<file path="config.mk">
export PLATFORM = sky130hd
export DESIGN_NAME = cpu_sequencer
export DESIGN_NICKNAME = d
export VERILOG_FILES = /design/src/rtl/cpu_pkg.sv /design/src/rtl/cpu_sequencer_wait_timer.sv /design/src/rtl/cpu_sequencer.sv
export SDC_FILE = /design/constraint.sdc
export NUM_CORES = 1
export LEC_CHECK = 0
export CAP_MARGIN = 10
export CORE_MARGIN = 2
export CORE_UTILIZATION = 43
export DETAILED_ROUTE_END_ITERATION = 10
export PLACE_DENSITY = 0.71
export SLEW_MARGIN = 30
export SYNTH_ARGS = -nofsm -noshare
export SYNTH_HDL_FRONTEND = slang
export SYNTH_SLANG_ARGS = --single-unit
export TNS_END_PERCENT = 50
</file>
<file path="constraint.sdc">
create_clock -name clk -period 2.6 [get_ports clk]
set_clock_uncertainty 0.05 [all_clocks]
set_input_delay 0.39 -clock clk [delete_from_list [all_inputs] [get_ports clk]]
set_output_delay 0.39 -clock clk [all_outputs]
set_load 0.05 [all_outputs]
</file>
<file path="src/rtl/cpu_pkg.sv">
// Shared CPU definitions: sequencer state encodings, opcode constants, opcode classes.
// Latency: n/a (types and constants only).
// Backpressure: n/a.
//
// The control unit decodes while the sequencer sits in ST_DECODE, so that state
// is fixed at 3'b001. Encoding 3'b101 is unused. The control unit should use the
// OP_* constants below rather than its own literals.
package cpu_pkg;

  typedef enum logic [2:0] {
    ST_FETCH     = 3'b000,
    ST_DECODE    = 3'b001,
    ST_EXECUTE   = 3'b010,
    ST_MEMORY    = 3'b011,
    ST_WRITEBACK = 3'b100,
    ST_HALT      = 3'b110,
    ST_FAULT     = 3'b111
  } state_e;

  // Opcodes 0..OP_ALU_MAX are register-to-register ALU operations.
  localparam logic [3:0] OP_ALU_MAX = 4'd10;
  localparam logic [3:0] OP_LOAD    = 4'd11;
  localparam logic [3:0] OP_STORE   = 4'd12;
  localparam logic [3:0] OP_BEQ     = 4'd13;
  localparam logic [3:0] OP_BNE     = 4'd14;
  localparam logic [3:0] OP_JUMP    = 4'd15;

  // Routing class used by the sequencer in EXECUTE.
  typedef enum logic [1:0] {
    CLS_ALU,
    CLS_LOAD,
    CLS_STORE,
    CLS_CTRL    // branches and jump: retire in EXECUTE
  } op_class_e;

  function automatic op_class_e op_class(input logic [3:0] op);
    op_class_e cls;
    if (op <= OP_ALU_MAX)     cls = CLS_ALU;
    else if (op == OP_LOAD)   cls = CLS_LOAD;
    else if (op == OP_STORE)  cls = CLS_STORE;
    else                      cls = CLS_CTRL;
    return cls;
  endfunction

endpackage

</file>
<file path="src/rtl/cpu_sequencer_wait_timer.sv">
// Wait-state timer: counts cycles spent waiting on a memory ready.
// Latency: expired_o is combinational from the count and count_en_i.
// Backpressure: none; the owner decides when a wait is in progress.
//
// Ports:
//   clk, reset   clock and asynchronous active-high reset
//   clear_i      zero the count (takes priority over count_en_i)
//   count_en_i   a waiting cycle with ready low
//   expired_o    this waiting cycle is the MAX_WAIT-th in a row
module wait_timer #(
  parameter int MAX_WAIT = 15
) (
  input  logic clk,
  input  logic reset,
  input  logic clear_i,
  input  logic count_en_i,
  output logic expired_o
);

  localparam logic [7:0] LAST = 8'(MAX_WAIT - 1);

  logic [7:0] cnt_q;

  always_ff @(posedge clk or posedge reset) begin
    if (reset) begin
      cnt_q <= 8'd0;
    end else if (clear_i) begin
      cnt_q <= 8'd0;
    end else if (count_en_i) begin
      cnt_q <= cnt_q + 8'd1;
    end
  end

  // The owner leaves the wait state on expiry, so the count never needs to saturate.
  assign expired_o = count_en_i && (cnt_q == LAST);

endmodule

</file>
<file path="src/rtl/cpu_sequencer.sv">
// Multi-cycle instruction sequencer driving the control-unit state bus and memory handshakes.
// Latency: ALU 4, load 5, store 4, branch/jump 3 cycles with ready on the first cycle.
// Backpressure: holds FETCH/MEMORY while ready is low; MAX_WAIT cycles of low ready park it in FAULT.
//
// Ports:
//   clk, reset            clock, asynchronous active-high reset
//   op_code               opcode of the current IR (valid from DECODE on)
//   imem_ready/dmem_ready memory completion inputs, only honoured in FETCH/MEMORY
//   halt_req              stop at the next retire boundary
//   state                 current state (see cpu_pkg::state_e)
//   imem_req, ir_write, dmem_req, wb_en, pc_update, halted, fault   strobes decoded from state
//   instr_count           retired instructions, wraps
module cpu_sequencer
  import cpu_pkg::*;
#(
  parameter int MAX_WAIT = 15,
  parameter int CNT_W    = 16
) (
  input  logic             clk,
  input  logic             reset,
  input  logic [3:0]       op_code,
  input  logic             imem_ready,
  input  logic             dmem_ready,
  input  logic             halt_req,
  output logic [2:0]       state,
  output logic             imem_req,
  output logic             ir_write,
  output logic             dmem_req,
  output logic             wb_en,
  output logic             pc_update,
  output logic             halted,
  output logic             fault,
  output logic [CNT_W-1:0] instr_count
);

  state_e           state_q, state_d;
  logic [CNT_W-1:0] count_q;
  op_class_e        cls;
  logic             waiting;
  logic             ready_sel;
  logic             expired;
  logic             retire;

  assign cls = op_class(op_code);

  // Only the ready belonging to the current wait state is looked at; strays are ignored.
  always_comb begin
    waiting   = (state_q == ST_FETCH) || (state_q == ST_MEMORY);
    ready_sel = (state_q == ST_FETCH) ? imem_ready : dmem_ready;
  end

  // The timer restarts whenever we are outside a wait state or the wait completes,
  // so every entry into FETCH or MEMORY starts from zero.
  wait_timer #(
    .MAX_WAIT (MAX_WAIT)
  ) u_wait_timer (
    .clk        (clk),
    .reset      (reset),
    .clear_i    (!waiting || ready_sel),
    .count_en_i (waiting && !ready_sel),
    .expired_o  (expired)
  );

  // Retire points: control ops in EXECUTE, stores when memory completes, everything else in WRITEBACK.
  always_comb begin
    retire = 1'b0;
    case (state_q)
      ST_EXECUTE:   retire = (cls == CLS_CTRL);
      ST_MEMORY:    retire = (cls == CLS_STORE) && dmem_ready;
      ST_WRITEBACK: retire = 1'b1;
      default:      retire = 1'b0;
    endcase
  end

  always_comb begin
    state_d = state_q;
    case (state_q)
      ST_FETCH: begin
        if (imem_ready)   state_d = ST_DECODE;
        else if (expired) state_d = ST_FAULT;
      end
      ST_DECODE:  state_d = ST_EXECUTE;
      ST_EXECUTE: begin
        if (cls == CLS_ALU)                              state_d = ST_WRITEBACK;
        else if ((cls == CLS_LOAD) || (cls == CLS_STORE)) state_d = ST_MEMORY;
      end
      ST_MEMORY: begin
        if (dmem_ready)   state_d = ST_WRITEBACK;
        else if (expired) state_d = ST_FAULT;
      end
      ST_HALT: begin
        if (!halt_req) state_d = ST_FETCH;
      end
      ST_FAULT: state_d = ST_FAULT;
      // Unused encoding 3'b101: treat as a fault rather than run on.
      default:  state_d = ST_FAULT;
    endcase
    // Every retire path overrides the class routing above.
    if (retire) state_d = halt_req ? ST_HALT : ST_FETCH;
  end

  always_ff @(posedge clk or posedge reset) begin
    if (reset) begin
      state_q <= ST_FETCH;
      count_q <= '0;
    end else begin
      state_q <= state_d;
      if (retire) count_q <= count_q + CNT_W'(1);
    end
  end

  assign state       = state_q;
  assign imem_req    = (state_q == ST_FETCH);
  assign ir_write    = (state_q == ST_FETCH) && imem_ready;
  assign dmem_req    = (state_q == ST_MEMORY);
  assign wb_en       = (state_q == ST_WRITEBACK);
  assign pc_update   = retire;
  assign halted      = (state_q == ST_HALT);
  assign fault       = (state_q == ST_FAULT);
  assign instr_count = count_q;

endmodule
</file>
==> results of run 1 <==
-- where the power goes --
part | internal [mW] | total (mW) | switching (mW)
Combinational | 0.373 | 0.966 | 0.593
Clock | 0.0576 | 0.180 | 0.123
Sequential | 0.495 | 0.648 | 0.154
Total | 0.926 | 1.79 | 0.869
-- stage by stage --
stage | power [mW] | utilization [%]
floorplan | 1.320 | -
global placement | 1.585 | 56.50
detailed placement | 1.602 | 56.50
CTS | 1.793 | 57.56
global route | 1.898 | 57.90
finish | 1.795 | 57.90
-- worst max-delay path by stage --
stage          startpoint              to  slack [ns]  depth (start not counted)
3_3_place_gp   op_code[2]       pc_update       -0.08                          9
5_1_grt        op_code[2]       pc_update       -0.06                          9
6_report       op_code[2]       pc_update        0.03                          9
4_1_cts        op_code[2]       pc_update       0.008                          9
2_1_floorplan    state[0]        ir_write        0.07                          3
3_5_place_dp   op_code[2]  instr_count[5]       -0.12                         11
-- cells in the final DEF (no fill, tap or decap), types with 2 or more instances in the layout --
master,netlist,routed
clkdlybuf4s50_1,0,30
dfrtp_1,27,25
nor2_1,18,18
nand2_1,13,13
xor2_1,10,10
xnor2_1,10,10
inv_1,9,9
nand3_1,9,9
ha_1,6,6
buf_4,2,6
a21oi_1,5,5
nand4_1,4,4
nor3_2,2,3
clkbuf_4,0,3
or3_1,2,2
and2_1,2,2
o21ai_0,2,2
a31oi_1,2,2
dlymetal6s2s_1,0,2
dfrtp_2,0,2
-- routing by layer --
metal	up-vias	GRT usage, %	wire length (um)
met5	-	0	0
met1	550	20.77	1331
met3	2	2.703	152
li1	576	-	-
met4	0	5.556	17
met2	38	26.61	1401
-- logic make-up (layout without fill, tap and decap cells) --
family | after synthesis | count (layout) | synth area share, %
and+or+nand+nor | 62 | 62 | 22.43
DFF | 27 | 27 | 45.88
xor gates and xnor gates | 20 | 20 | 11.89
AOI/OAI and AO/OA | 17 | 17 | 8.921
buffers and inverters | 14 | 52 | 4.332
adders and majority gates | 7 | 7 | 5.777
muxes | 1 | 1 | 0.7646
-- state kept, by name, indices dropped and copies added (netlist names) --
register            count
instr_count            16
u_wait_timer.cnt_q      8
state                   3
-- critical path, stage by stage --
cell and delay [ns]:
clkdlybuf4s50_1 0.42, maj3_1 0.35, nand2_1 0.09, inv_1 0.04, ha_1 0.21, and4bb_1 0.22
a211oi_4 0.17, inv_1 0.08, buf_6 0.15
-- repair_timing --
| action | 4_1_cts | 5_1_grt |
|---|---|---|
| gates cloned | 0 | 0 |
| pin swaps | 1 | 0 |
| setup buffers | 1 | 0 |
| resized for setup | 0 | 5 |
| endpoints found under the setup margin | 1 | 5 |
-- final cells by class --
cell class / count / area, um^2
well taps: 46 / 57.56
clock inverters: 1 / 5.005
inverters: 9 / 33.78
multi-input cells: 107 / 738.2
repair buffers: 39 / 381.6
fillers: 308 / 1394
flip-flops and latches: 27 / 678.2
clock buffers: 3 / 22.52
==> metrics.md, run 1 <==
| Metric | Value |
|---|---|
| Area growth from synthesis to layout | 30.16% |
| Most instantiated cells after synthesis | dfrtp_1, nor2_1, nand2_1 |
| Layout Cells excl Fill | 232 |
| Synthesized Nets | 163 |
| H-tree levels | 1 |
| Fin crit share | 98.84% |
| Max_slew headroom | 63.95% |
| Cell count after placement | 227 |
| Required time of the critical path | 2.16 ns |
| Die Span Y | 62.52 um |
| Syn Area/Cell | 9.950 um^2 |
| Design Area, Final | 1917 um^2 |
| GRT Util Overall | 15.88% |
| Status | finished clean |
| Kind of critical path | in -> out |
| Vias | 1166 |
| Synth cell types | 38 |
| Port Buffer Count | 34 |
| Syn. warnings | 0 |
| R2R cell count | 6 |
| WP data arrival | 2.13 ns |
| PnR worst setup slack | 0.03023 ns |
| Count leader, synth | dfrtp_1 |
| #FFs+latches synth | 27 |
| R2R setup slack | 0.44 ns |
| Gr ovfl total | 0 |
| Largest cells by area after synthesis | dfrtp_1, xnor2_1, xor2_1 |
| Slew Limit Fails | 0 |
| Max_cap viols | 0 |
| CP Launch Type | input port |
| Clock tree sinks | 27 |
| Vias in the first global route | 1148 |
| Clock Root Buffer | clkbuf_4 |
| Clk pin slew, worst setup/hold paths | 0.15 ns |
| Post-synth EDFFs | 0 |
| Dpl cell area | 1871 um^2 |
| Routability cong. | 0.8245 |
| PwrDens | 936.2 nW/um^2 |
| IO Pins | 35 |
| Post-synthesis cell area | 1473 um^2 |
| Worst r2r src | state[2] |
| Die width | 62.52 um |
| N_diodes | 0 |
| Worst slack, placed | -0.1164 ns |
| Iter 0 DRT Violations | 53 |
| Final setup fails | 0 |
| Total core area | 3311 um^2 |
| Most common flop cell mapped by yosys | dfrtp_1 |
| Worst R2R End | instr_count[10] |
| Crit. End Element | output port |
| CTS tree | done |
| Layout cells sized above 1 | 11.29% |
| Synth area leader | dfrtp_1 |
| Initial Util | 44.48% |
| Hold WC Path Type | in -> async |
| Routed len/inst | 12.50 um |
| Worst skew pair latency | 0.32 ns |
| RSZ-0062 raised after global routing | yes |
| Initial antenna violation count | 0 |
| Row count | 21 |
| Drt drc | 0 |
| TNS Setup | 0 ns |
| Remaining antenna violation count | 0 |
| First-pass GRT wire length | 5140 um |
| Final wirelength | 2901 um |
| Post-synthesis sequential area ratio | 45.88% |
| Crit-path max FO | 2 |
| Share of the synthesized area in the top cell type | 45.88% |
| Worst slew pin tran | 0.5396 ns |
| Gate count of the mapped netlist | 148 |
| Drt first pass iters | 4 |
| Synth async-reset ratio | 100.0% |
| TritonCTS buffer count | 3 |
| # hold bufs at CTS | 0 |
| Largest net degree at the start of global routing | 28 |
| Worst hold slack | 0.3453 ns |
| Final nets | 202 |
| Count of final hold-check violations | 0 |
| Peak supply drop | 515.5 uV |
| Drt via density | 5.026 |
| Fmax | 389.1 MHz |
| Minimum clock period | 2.570 ns |
| HPWL Detailed | 2178 um |
| Area of the die | 3909 um^2 |
| P_leak | 0.8770 nW |
| Clk buf depth | 2 |
(Power assumes the default switching activity.)
==> run 2, diff against run 1 <==
--- a/config.mk
+++ b/config.mk
@@ -8,6 +8,7 @@
 export CAP_MARGIN = 10
 export CORE_MARGIN = 2
 export CORE_UTILIZATION = 43
+export CTS_CLUSTER_SIZE = 24
 export DETAILED_ROUTE_END_ITERATION = 10
 export PLACE_DENSITY = 0.71
 export SLEW_MARGIN = 30
==> results of run 2 <==
No change in the layout: final DEF, timing and power equal those of run 1.
